[src/rtl/uart_pkg.sv]
// Shared types and helpers for the UART transmit arbiter.
package uart_pkg;

    typedef enum logic [1:0] {
        IDLE      = 2'd0,
        SEND      = 2'd1,
        WAIT_ACK  = 2'd2,
        WAIT_DONE = 2'd3
    } state_t;

    localparam int DEFAULT_DATA_WIDTH = 8;

    // Width of a requester index; a single requester bit is still one wire.
    function automatic int id_width(input int n);
        return (n > 2) ? $clog2(n) : 1;
    endfunction

endpackage

[src/rtl/uart_rr_arbiter.sv]
// Round-robin priority search: first valid requester at or above rr_ptr, wrapping.
module uart_rr_arbiter
    import uart_pkg::*;
#(
    parameter int N_REQ = 4
)(
    input  logic [N_REQ-1:0]              req_valid,
    input  logic [id_width(N_REQ)-1:0]    rr_ptr,
    output logic [id_width(N_REQ)-1:0]    winner,
    output logic                          any_req
);

    localparam int IDW = id_width(N_REQ);

    logic [IDW-1:0] idx;

    // Walk offsets from highest to lowest so the nearest requester to rr_ptr wins.
    always_comb begin
        winner  = '0;
        any_req = 1'b0;
        idx     = '0;
        for (int i = N_REQ - 1; i >= 0; i--) begin
            idx = IDW'((int'(rr_ptr) + i) % N_REQ);
            if (req_valid[idx]) begin
                winner  = idx;
                any_req = 1'b1;
            end
        end
    end

endmodule

[src/rtl/uart_tx_arbiter.sv]
// Shares one UART transmitter among N_REQ byte streams, one grant at a time.
//
// state     | meaning
// ----------+-------------------------------------------------------------
// IDLE      | no owner; pick round-robin winner when any requester is valid
// SEND      | owner holds grant; issue tx_start once owner has a byte
// WAIT_ACK  | byte issued; wait for tx_busy to rise (bounded by ACK_TIMEOUT)
// WAIT_DONE | transmitter busy; on fall either send next byte or release
module uart_tx_arbiter
    import uart_pkg::*;
#(
    parameter int N_REQ       = 4,
    parameter int DATA_WIDTH  = DEFAULT_DATA_WIDTH,
    parameter int MAX_BURST   = 16,
    parameter int ACK_TIMEOUT = 64
)(
    input  logic                          clk,
    input  logic                          areset,
    input  logic [N_REQ-1:0]              req_valid,
    input  logic [N_REQ*DATA_WIDTH-1:0]   req_data,
    input  logic [N_REQ-1:0]              req_last,
    output logic [N_REQ-1:0]              req_ready,
    output logic [DATA_WIDTH-1:0]         tx_byte,
    output logic                          tx_start,
    input  logic                          tx_busy,
    output logic                          grant_active,
    output logic [id_width(N_REQ)-1:0]    grant_id,
    output logic                          err_timeout
);

    localparam int IDW = id_width(N_REQ);
    localparam int BW  = $clog2(MAX_BURST + 1);
    localparam int TW  = $clog2(ACK_TIMEOUT + 1);

    state_t                state, state_nxt;
    logic [IDW-1:0]        rr_ptr, rr_ptr_nxt;
    logic [IDW-1:0]        grant_id_nxt, winner;
    logic                  grant_active_nxt, any_req;
    logic [BW-1:0]         burst_cnt, burst_nxt;
    logic [TW-1:0]         to_cnt, to_nxt;
    logic                  last_flag, last_nxt;
    logic [DATA_WIDTH-1:0] tx_byte_nxt, sel_data;
    logic                  tx_start_nxt, err_nxt, sel_valid, sel_last, rel;
    logic [N_REQ-1:0]      req_ready_nxt;

    uart_rr_arbiter #(.N_REQ(N_REQ)) u_arb (
        .req_valid (req_valid),
        .rr_ptr    (rr_ptr),
        .winner    (winner),
        .any_req   (any_req)
    );

    // Select the current owner's handshake and data lanes.
    always_comb begin
        sel_valid = 1'b0;
        sel_last  = 1'b0;
        sel_data  = '0;
        for (int i = 0; i < N_REQ; i++) begin
            if (grant_id == IDW'(i)) begin
                sel_valid = req_valid[i];
                sel_last  = req_last[i];
                sel_data  = req_data[i*DATA_WIDTH +: DATA_WIDTH];
            end
        end
    end

    // Next-state and next-output logic; every output is registered.
    always_comb begin
        state_nxt        = state;
        rr_ptr_nxt       = rr_ptr;
        grant_id_nxt     = grant_id;
        grant_active_nxt = grant_active;
        burst_nxt        = burst_cnt;
        to_nxt           = to_cnt;
        last_nxt         = last_flag;
        tx_byte_nxt      = tx_byte;
        tx_start_nxt     = 1'b0;
        req_ready_nxt    = '0;
        err_nxt          = 1'b0;
        rel              = 1'b0;
        case (state)
            IDLE: begin
                if (any_req) begin
                    grant_id_nxt     = winner;
                    grant_active_nxt = 1'b1;
                    state_nxt        = SEND;
                end
            end
            SEND: begin
                if (sel_valid) begin
                    tx_start_nxt            = 1'b1;
                    req_ready_nxt[grant_id] = 1'b1;
                    tx_byte_nxt             = sel_data;
                    last_nxt                = sel_last;
                    burst_nxt               = burst_cnt + 1'b1;
                    to_nxt                  = '0;
                    state_nxt               = WAIT_ACK;
                end
            end
            WAIT_ACK: begin
                if (tx_busy) begin
                    state_nxt = WAIT_DONE;
                end else if (to_cnt == TW'(ACK_TIMEOUT - 1)) begin
                    err_nxt = 1'b1;
                    rel     = 1'b1;
                end else begin
                    to_nxt = to_cnt + 1'b1;
                end
            end
            WAIT_DONE: begin
                if (!tx_busy) begin
                    if (last_flag || burst_cnt == BW'(MAX_BURST)) begin
                        rel = 1'b1;
                    end else begin
                        state_nxt = SEND;
                    end
                end
            end
            default: state_nxt = IDLE;
        endcase
        // Release hands priority to the requester after the owner.
        if (rel) begin
            grant_active_nxt = 1'b0;
            burst_nxt        = '0;
            rr_ptr_nxt       = (grant_id == IDW'(N_REQ - 1)) ? '0 : grant_id + 1'b1;
            state_nxt        = IDLE;
        end
    end

    // State, counters and registered outputs; reset aborts any grant in flight.
    always_ff @(posedge clk or negedge areset) begin
        if (!areset) begin
            state        <= IDLE;
            rr_ptr       <= '0;
            grant_id     <= '0;
            grant_active <= 1'b0;
            burst_cnt    <= '0;
            to_cnt       <= '0;
            last_flag    <= 1'b0;
            tx_byte      <= '0;
            tx_start     <= 1'b0;
            req_ready    <= '0;
            err_timeout  <= 1'b0;
        end else begin
            state        <= state_nxt;
            rr_ptr       <= rr_ptr_nxt;
            grant_id     <= grant_id_nxt;
            grant_active <= grant_active_nxt;
            burst_cnt    <= burst_nxt;
            to_cnt       <= to_nxt;
            last_flag    <= last_nxt;
            tx_byte      <= tx_byte_nxt;
            tx_start     <= tx_start_nxt;
            req_ready    <= req_ready_nxt;
            err_timeout  <= err_nxt;
        end
    end

endmodule

[config.mk]
export PLATFORM = sky130hd
export DESIGN_NAME = uart_tx_arbiter
export DESIGN_NICKNAME = d
export VERILOG_FILES = /design/src/rtl/uart_pkg.sv /design/src/rtl/uart_rr_arbiter.sv /design/src/rtl/uart_tx_arbiter.sv
export SDC_FILE = /design/constraint.sdc
export NUM_CORES = 1
export LEC_CHECK = 0
export BUFFER_PORTS_ARGS = -buffer_cell sky130_fd_sc_hd__buf_2
export CAP_MARGIN = 20
export CORE_MARGIN = 2
export CORE_UTILIZATION = 56
export CTS_BUF_LIST = sky130_fd_sc_hd__clkbuf_16
export DETAILED_ROUTE_END_ITERATION = 10
export MAX_ROUTING_LAYER = met4
export PLACE_DENSITY = 0.89
export SLEW_MARGIN = 20
export SYNTH_ARGS = -nofsm -noshare
export SYNTH_HDL_FRONTEND = slang
export SYNTH_SLANG_ARGS = --single-unit
[constraint.sdc]
create_clock -name clk -period 4.4 [get_ports clk]
set_clock_uncertainty 0.05 [all_clocks]
set_input_delay 0.44 -clock clk [delete_from_list [all_inputs] [get_ports clk]]
set_output_delay 0.44 -clock clk [all_outputs]
set_load 0.02 [all_outputs]
==> impl_metrics.json, run 1 <==
{
  "maxCapViolations": 0,
  "num_vias": 1987,
  "crit_path_start_kind": "register",
  "cts-resized-gates": 0,
  "fill_cells": 275,
  "synth_edf_count": 0,
  "fp.dieW_microns": 66.2,
  "synth_seq_area_share_pct": 39.3,
  "clockBufferDepth": 2,
  "synthFlopType": "dfrtp_1",
  "start_util_pct": 58.7,
  "synth_top_area_cell": "dfrtp_1",
  "synth_area_leaders": "dfrtp_1, ha_1, nand2_1, a21oi_1, nand3b_1",
  "maxSlewHeadroom_pct": 48.5,
  "finalCriticalPeriod_ps": 2810,
  "routedWlPerCell_microns": 15.2,
  "cts_tree": "done",
  "fin_nets": 345,
  "ant_nets": 0,
  "ir_drop_uv": 377,
  "cp.required_ps": 4490,
  "cp.arrival_ps": 2910,
  "async_reset_ff_share_pct": 100,
  "slew_violations": 0,
  "antenna_found_initial": 0,
  "drtIter0Drc": 153,
  "holdCritPathClass": "input port to asynchronous set/reset pin",
  "tightest_slew_ps": 773,
  "setup_viol": 0,
  "grt-ovfl-total": 0,
  "worstSetupPathType": "register to register",
  "io_buffers": 59,
  "fin_tns_setup_ps": 0,
  "multi_input_area_sq_um": 1220,
  "status": "finished clean",
  "clk_pin_slew_ps": 60,
  "dp_cells": 332,
  "ys_types": 48,
  "final-hold-violation-count": 0,
  "rows": 22,
  "rsz0062_at_grt": "no",
  "pin_count": 60,
  "grt_max_degree": 35,
  "die_h_microns": 66.2,
  "syn_nets": 293,
  "seq_area_sq_um": 851,
  "cts_sinks": 34,
  "final_common_cell": "buf_2",
  "synth_seq_cells": 34,
  "syn_to_final_growth_pct": 22.8,
  "htree_levels": 2,
  "syn_avg_cell_area_sq_um": 9.06,
  "first_pass_iters": 5,
  "power_w": 0.00195,
  "layout.cells.non_filler": 340,
  "antenna_cells": 0,
  "route.final.wire_length_microns": 5150,
  "leakagePower_nw": 1.20,
  "hpwl_microns": 3680,
  "holdBufCountCts": 0,
  "synth_top_area_share_pct": 39.3,
  "final_util_pct": 72.1,
  "drcViolationCount": 0,
  "place.gp.congestion": 0.836,
  "holdWs_ps": 171,
  "clk_root_buffer_cell": "clkbuf_16",
  "insertion_delay_ps": 280,
  "yosysWarningCount": 0,
  "grt_pass1_vias": 1753,
  "max_freq_mhz": 355,
  "final_cell_mix": "buf_2, dfrtp_1, nand2_1, a21oi_1, ha_1",
  "grt_use_total_pct": 24.3,
  "p_per_area_nw_per_um2": 734,
  "syn-instance-count": 239,
  "cp_max_fo": 20,
  "viasPerCell": 5.84,
  "grt_first_pass_wirelength_microns": 7890,
  "cts_buffers": 5,
  "min_period_over_period_pct": 64.0,
  "netlist_area_sq_um": 2170,
  "cts_setup_buffers": 0,
  "cp-end-kind": "register",
  "drive_gt1_share_pct": 26.0,
  "die-area_sq_um": 4380,
  "core_area_sq_um": 3690
}
report_power, final:
part	internal, W	switching [W]	total, W
combinational	0.000381	0.000554	0.000935
clock	0.000325	0.000131	0.000456
sequential	0.000436	0.000125	0.000561
logic make-up after synthesis:
group / count (synthesis) / share of synthesized area, %
AO/OA/AOI/OAI: 78 / 25.7
adder cells (fa/ha/maj): 11 / 6.35
buffers and inverters: 23 / 4.68
flip-flops: 34 / 39.3
multiplexers: 3 / 1.39
AND/OR/NAND/NOR: 90 / 22.6
cell usage after synthesis, types with 4 or more instances:
| cell | count |
|---|---|
| nor2_1 | 10 |
| o22ai_1 | 4 |
| dfrtp_1 | 34 |
| nand2b_1 | 5 |
| o21ai_0 | 10 |
| nand3_1 | 5 |
| clkbuf_1 | 9 |
| nand3b_1 | 10 |
| nand2_1 | 32 |
| inv_1 | 9 |
| nor2b_1 | 4 |
| o211ai_1 | 10 |
| ha_1 | 11 |
| nor3_1 | 7 |
| a21oi_1 | 23 |
| o21a_1 | 10 |
cell type report:
class,instances,area share (%)
multi-input combinational,182,46.1
timing repair buffer,59,11.1
inverter,9,1.27
sequential,34,32.0
tap,48,2.26
clock inverter,3,2.59
clock buffer,5,4.71
metal layers:
metal / up-vias / routed length [microns] / GRT usage (%)
li1: 972 / - / -
met1: 924 / 2240 / 28.8
met2: 80 / 2460 / 41.1
met3: 11 / 339 / 4.77
met4: 0 / 115 / 8.93
met5: - / 0 / -
flip-flops by register name, summed over array words and instances (netlist names):
register and cells:
burst_cnt 5, err_timeout 1, grant_active 1, grant_id 2, last_flag 1, req_ready 4
rr_ptr 2, state 2, to_cnt 7, tx_byte 8, tx_start 1
through the flow:
stage | cell area (sq um) | setup slack, ps
floorplan | 2170 | 2110
global placement | 2460 | 1590
finish | 2660 | 1590
CTS | 2650 | 1420
global route | 2660 | 1420
detailed placement | 2460 | 1450
critical path: stages, from the launching register on:
cell and delay, ps:
dfrtp_1 420, inv_1 100, ha_1 550, and3b_4 300, a2111oi_4 560, o21a_4 270
or2_1 280, o311ai_2 150
worst paths after layout:
path / to / slack, ps / from / depth (start not counted)
setup / recovery: to_cnt[3]$_DFFE_PN0P_ / 1590 / grant_id[1]$_DFFE_PN0P_ / 7
hold / removal: tx_byte[5]$_DFFE_PN0P_ / 170 / areset / 1
setup reg to reg: to_cnt[3]$_DFFE_PN0P_ / 1590 / grant_id[1]$_DFFE_PN0P_ / 7
hold reg to reg: tx_byte[0]$_DFFE_PN0P_ / 440 / tx_byte[0]$_DFFE_PN0P_ / 1
max in group asynchronous: grant_id[0]$_DFFE_PN0P_ / 3640 / areset / 1
min in group clk: err_timeout$_DFF_PN0_ / 420 / tx_busy / 2
Note: power is estimated with default switching activity, not from simulation.
==> run 2: changes to the inputs <==
ABC_AREA = 1   (was not set)
CORE_UTILIZATION = 48   (was 56)
PLACE_DENSITY = 0.8   (was 0.89)
clock period = 2.4 ns   (was 4.4 ns; I/O delays follow)
==> impl_metrics.json, run 2 <==
{
  "status": "complete, but fails checks",
  "violations": "negative hold slack",
  "final_common_cell": "nand2_1",
  "core_area_sq_um": 4690,
  "synth_top_area_share_pct": 36.9,
  "clk_root_buffer_cell": "clkbuf_16",
  "fin_tns_setup_ps": 0,
  "pin_count": 60,
  "cp_max_fo": 12,
  "finalCriticalPeriod_ps": 2110,
  "insertion_delay_ps": 270,
  "drcViolationCount": 0,
  "routedWlPerCell_microns": 11.9,
  "setup_viol": 0,
  "largest_reg_flops": 8,
  "worst_slack_ps": 285,
  "ir_drop_uv": 594,
  "layout.cells.non_filler": 441,
  "drive_gt1_share_pct": 22.7,
  "cts_setup_buffers": 0,
  "min_period_over_period_pct": 88.1,
  "async_reset_ff_share_pct": 100,
  "cts_sinks": 34,
  "synthFlopType": "dfrtp_1",
  "grt_max_degree": 35,
  "crit_path_start_kind": "register",
  "route.final.wire_length_microns": 5240,
  "grt_first_pass_wirelength_microns": 8890,
  "die-area_sq_um": 5370,
  "holdBufCountCts": 0,
  "grt_use_total_pct": 21.6,
  "fin_nets": 440,
  "final-hold-violation-count": 34,
  "r2r-end": "tx_byte[0]$_DFFE_PN0P_",
  "grt-ovfl-total": 0,
  "synth_seq_cells": 34,
  "start_util_pct": 49.1,
  "viasPerCell": 5.06,
  "syn_nets": 380,
  "maxSlewHeadroom_pct": 50.8,
  "synth_top_area_cell": "dfrtp_1",
  "holdWs_ps": -22.1,
  "synthTopCellsByCount": "nand2_1, dfrtp_1, inv_1, o21ai_0, nand3_1",
  "rows": 25,
  "worstSetupStartpoint": "grant_id[1]$_DFFE_PN0P_",
  "cp-end-kind": "register",
  "syn_to_final_growth_pct": 20.0,
  "final_cell_mix": "nand2_1, buf_2, dfrtp_1, inv_1, o21ai_0",
  "grt_pass1_vias": 2129,
  "fill_cells": 435,
  "regMostFlops": "tx_byte",
  "io_buffers": 59,
  "syn-instance-count": 326,
  "seq_area_sq_um": 851,
  "cp.required_ps": 2510,
  "maxCapViolations": 0,
  "synth_edf_count": 0,
  "num_vias": 2232,
  "multi_input_area_sq_um": 1270,
  "synth.most_common_cell": "nand2_1",
  "slew_violations": 0,
  "r2r_start": "grant_id[1]$_DFFE_PN0P_",
  "place.gp.congestion": 0.839,
  "synth_area_leaders": "dfrtp_1, nand2_1, ha_1, inv_1, o21ai_0",
  "netlist_area_sq_um": 2310,
  "tightest_slew_ps": 738,
  "worstSetupPathType": "register to register",
  "leakagePower_nw": 1.57,
  "fp.dieW_microns": 73.3,
  "hpwl_microns": 3890,
  "yosysWarningCount": 0,
  "cp.arrival_ps": 2230,
  "dp_cells": 433,
  "synth_seq_area_share_pct": 36.9,
  "holdCritPathClass": "input port to asynchronous set/reset pin",
  "power_w": 0.00345,
  "rrSetupSlack_ps": 290,
  "clk_pin_slew_ps": 50,
  "cts_tree": "done",
  "rr_worst_depth": 10,
  "rsz0062_at_grt": "no",
  "clockBufferDepth": 2,
  "largestRegisters": "tx_byte (8), to_cnt (7), burst_cnt (5)",
  "die_h_microns": 73.3,
  "drtIter0Drc": 148,
  "cts-resized-gates": 0,
  "ys_types": 30,
  "antenna_cells": 0,
  "syn_avg_cell_area_sq_um": 7.07,
  "p_per_area_nw_per_um2": 1250,
  "pre_cts_ws_ps": 299,
  "antenna_found_initial": 0,
  "cts_buffers": 5,
  "ant_nets": 0,
  "max_freq_mhz": 473,
  "first_pass_iters": 5,
  "htree_levels": 2
}
==> run 2: cell families (layout without fill, tap and decap cells) <==
| logic type | Yosys count | count (layout) | share of synthesized area, % |
|---|---|---|---|
| AO/OA/AOI/OAI | 44 | 44 | 10.4 |
| AND/OR/NAND/NOR | 188 | 188 | 36.1 |
| buffers and inverters | 42 | 103 | 7.98 |
| flip-flops | 34 | 34 | 36.9 |
| adder cells (fa/ha/maj) | 11 | 11 | 5.97 |
| XOR/XNOR | 7 | 7 | 2.66 |
==> run 2: worst max path at each step <==
stage,to,slack (ps),depth (start not counted)
global placement,tx_byte[4]$_DFFE_PN0P_,410,10
finish,tx_byte[0]$_DFFE_PN0P_,290,10
CTS,tx_byte[0]$_DFFE_PN0P_,290,10
global route,tx_byte[5]$_DFFE_PN0P_,60,10
floorplan,tx_byte[1]$_DFFE_PN0P_,610,11
detailed placement,tx_byte[0]$_DFFE_PN0P_,300,10
==> run 2: metrics by stage <==
stage	hold slack, ps	instance area, sq um	util (%)
floorplan	-106	2310	-
finish	-22.1	2770	59.0
detailed placement	303	2630	56.1
global route	61.4	2770	59.0
global placement	295	2630	56.1
CTS	10.8	2770	59.0
==> run 2: area by class of cell <==
class                   instances  area share [%]
multi-input cells             250            45.9
clock inverters                 3           0.452
inverters                      34            4.70
flip-flops and latches         34            30.7
well taps                      54            2.44
clock buffers                   5            4.52
repair buffers                 61            11.2
==> run 2: where the power goes <==
part	internal, W	switching (W)	total (W)	leakage [nW]
Combinational	0.000659	0.00125	0.00191	1.05
Sequential	0.000759	0.000178	0.000937	0.443
Clock	0.000375	0.000228	0.000603	0.0724
==> run 2: per-layer routing <==
metal	wire length (microns)	part of all wire (%)	up-vias	track usage [%]
met5	0	0	-	-
met2	2550	49	63	36.4
li1	-	-	1145	-
met3	203	3.9	11	2.88
met4	119	2.3	0	9.09
met1	2360	45	1013	26.1
==> run 2: critical path, stage by stage (launching register included) <==
cell and delay [ps]:
dfrtp_1 400, inv_1 80, ha_1 370, nor2_4 300, nand2_1 100, nand2_2 100, a21boi_4 80, nor2_4 230
inv_2 140, nand2_1 90, nand2_1 50
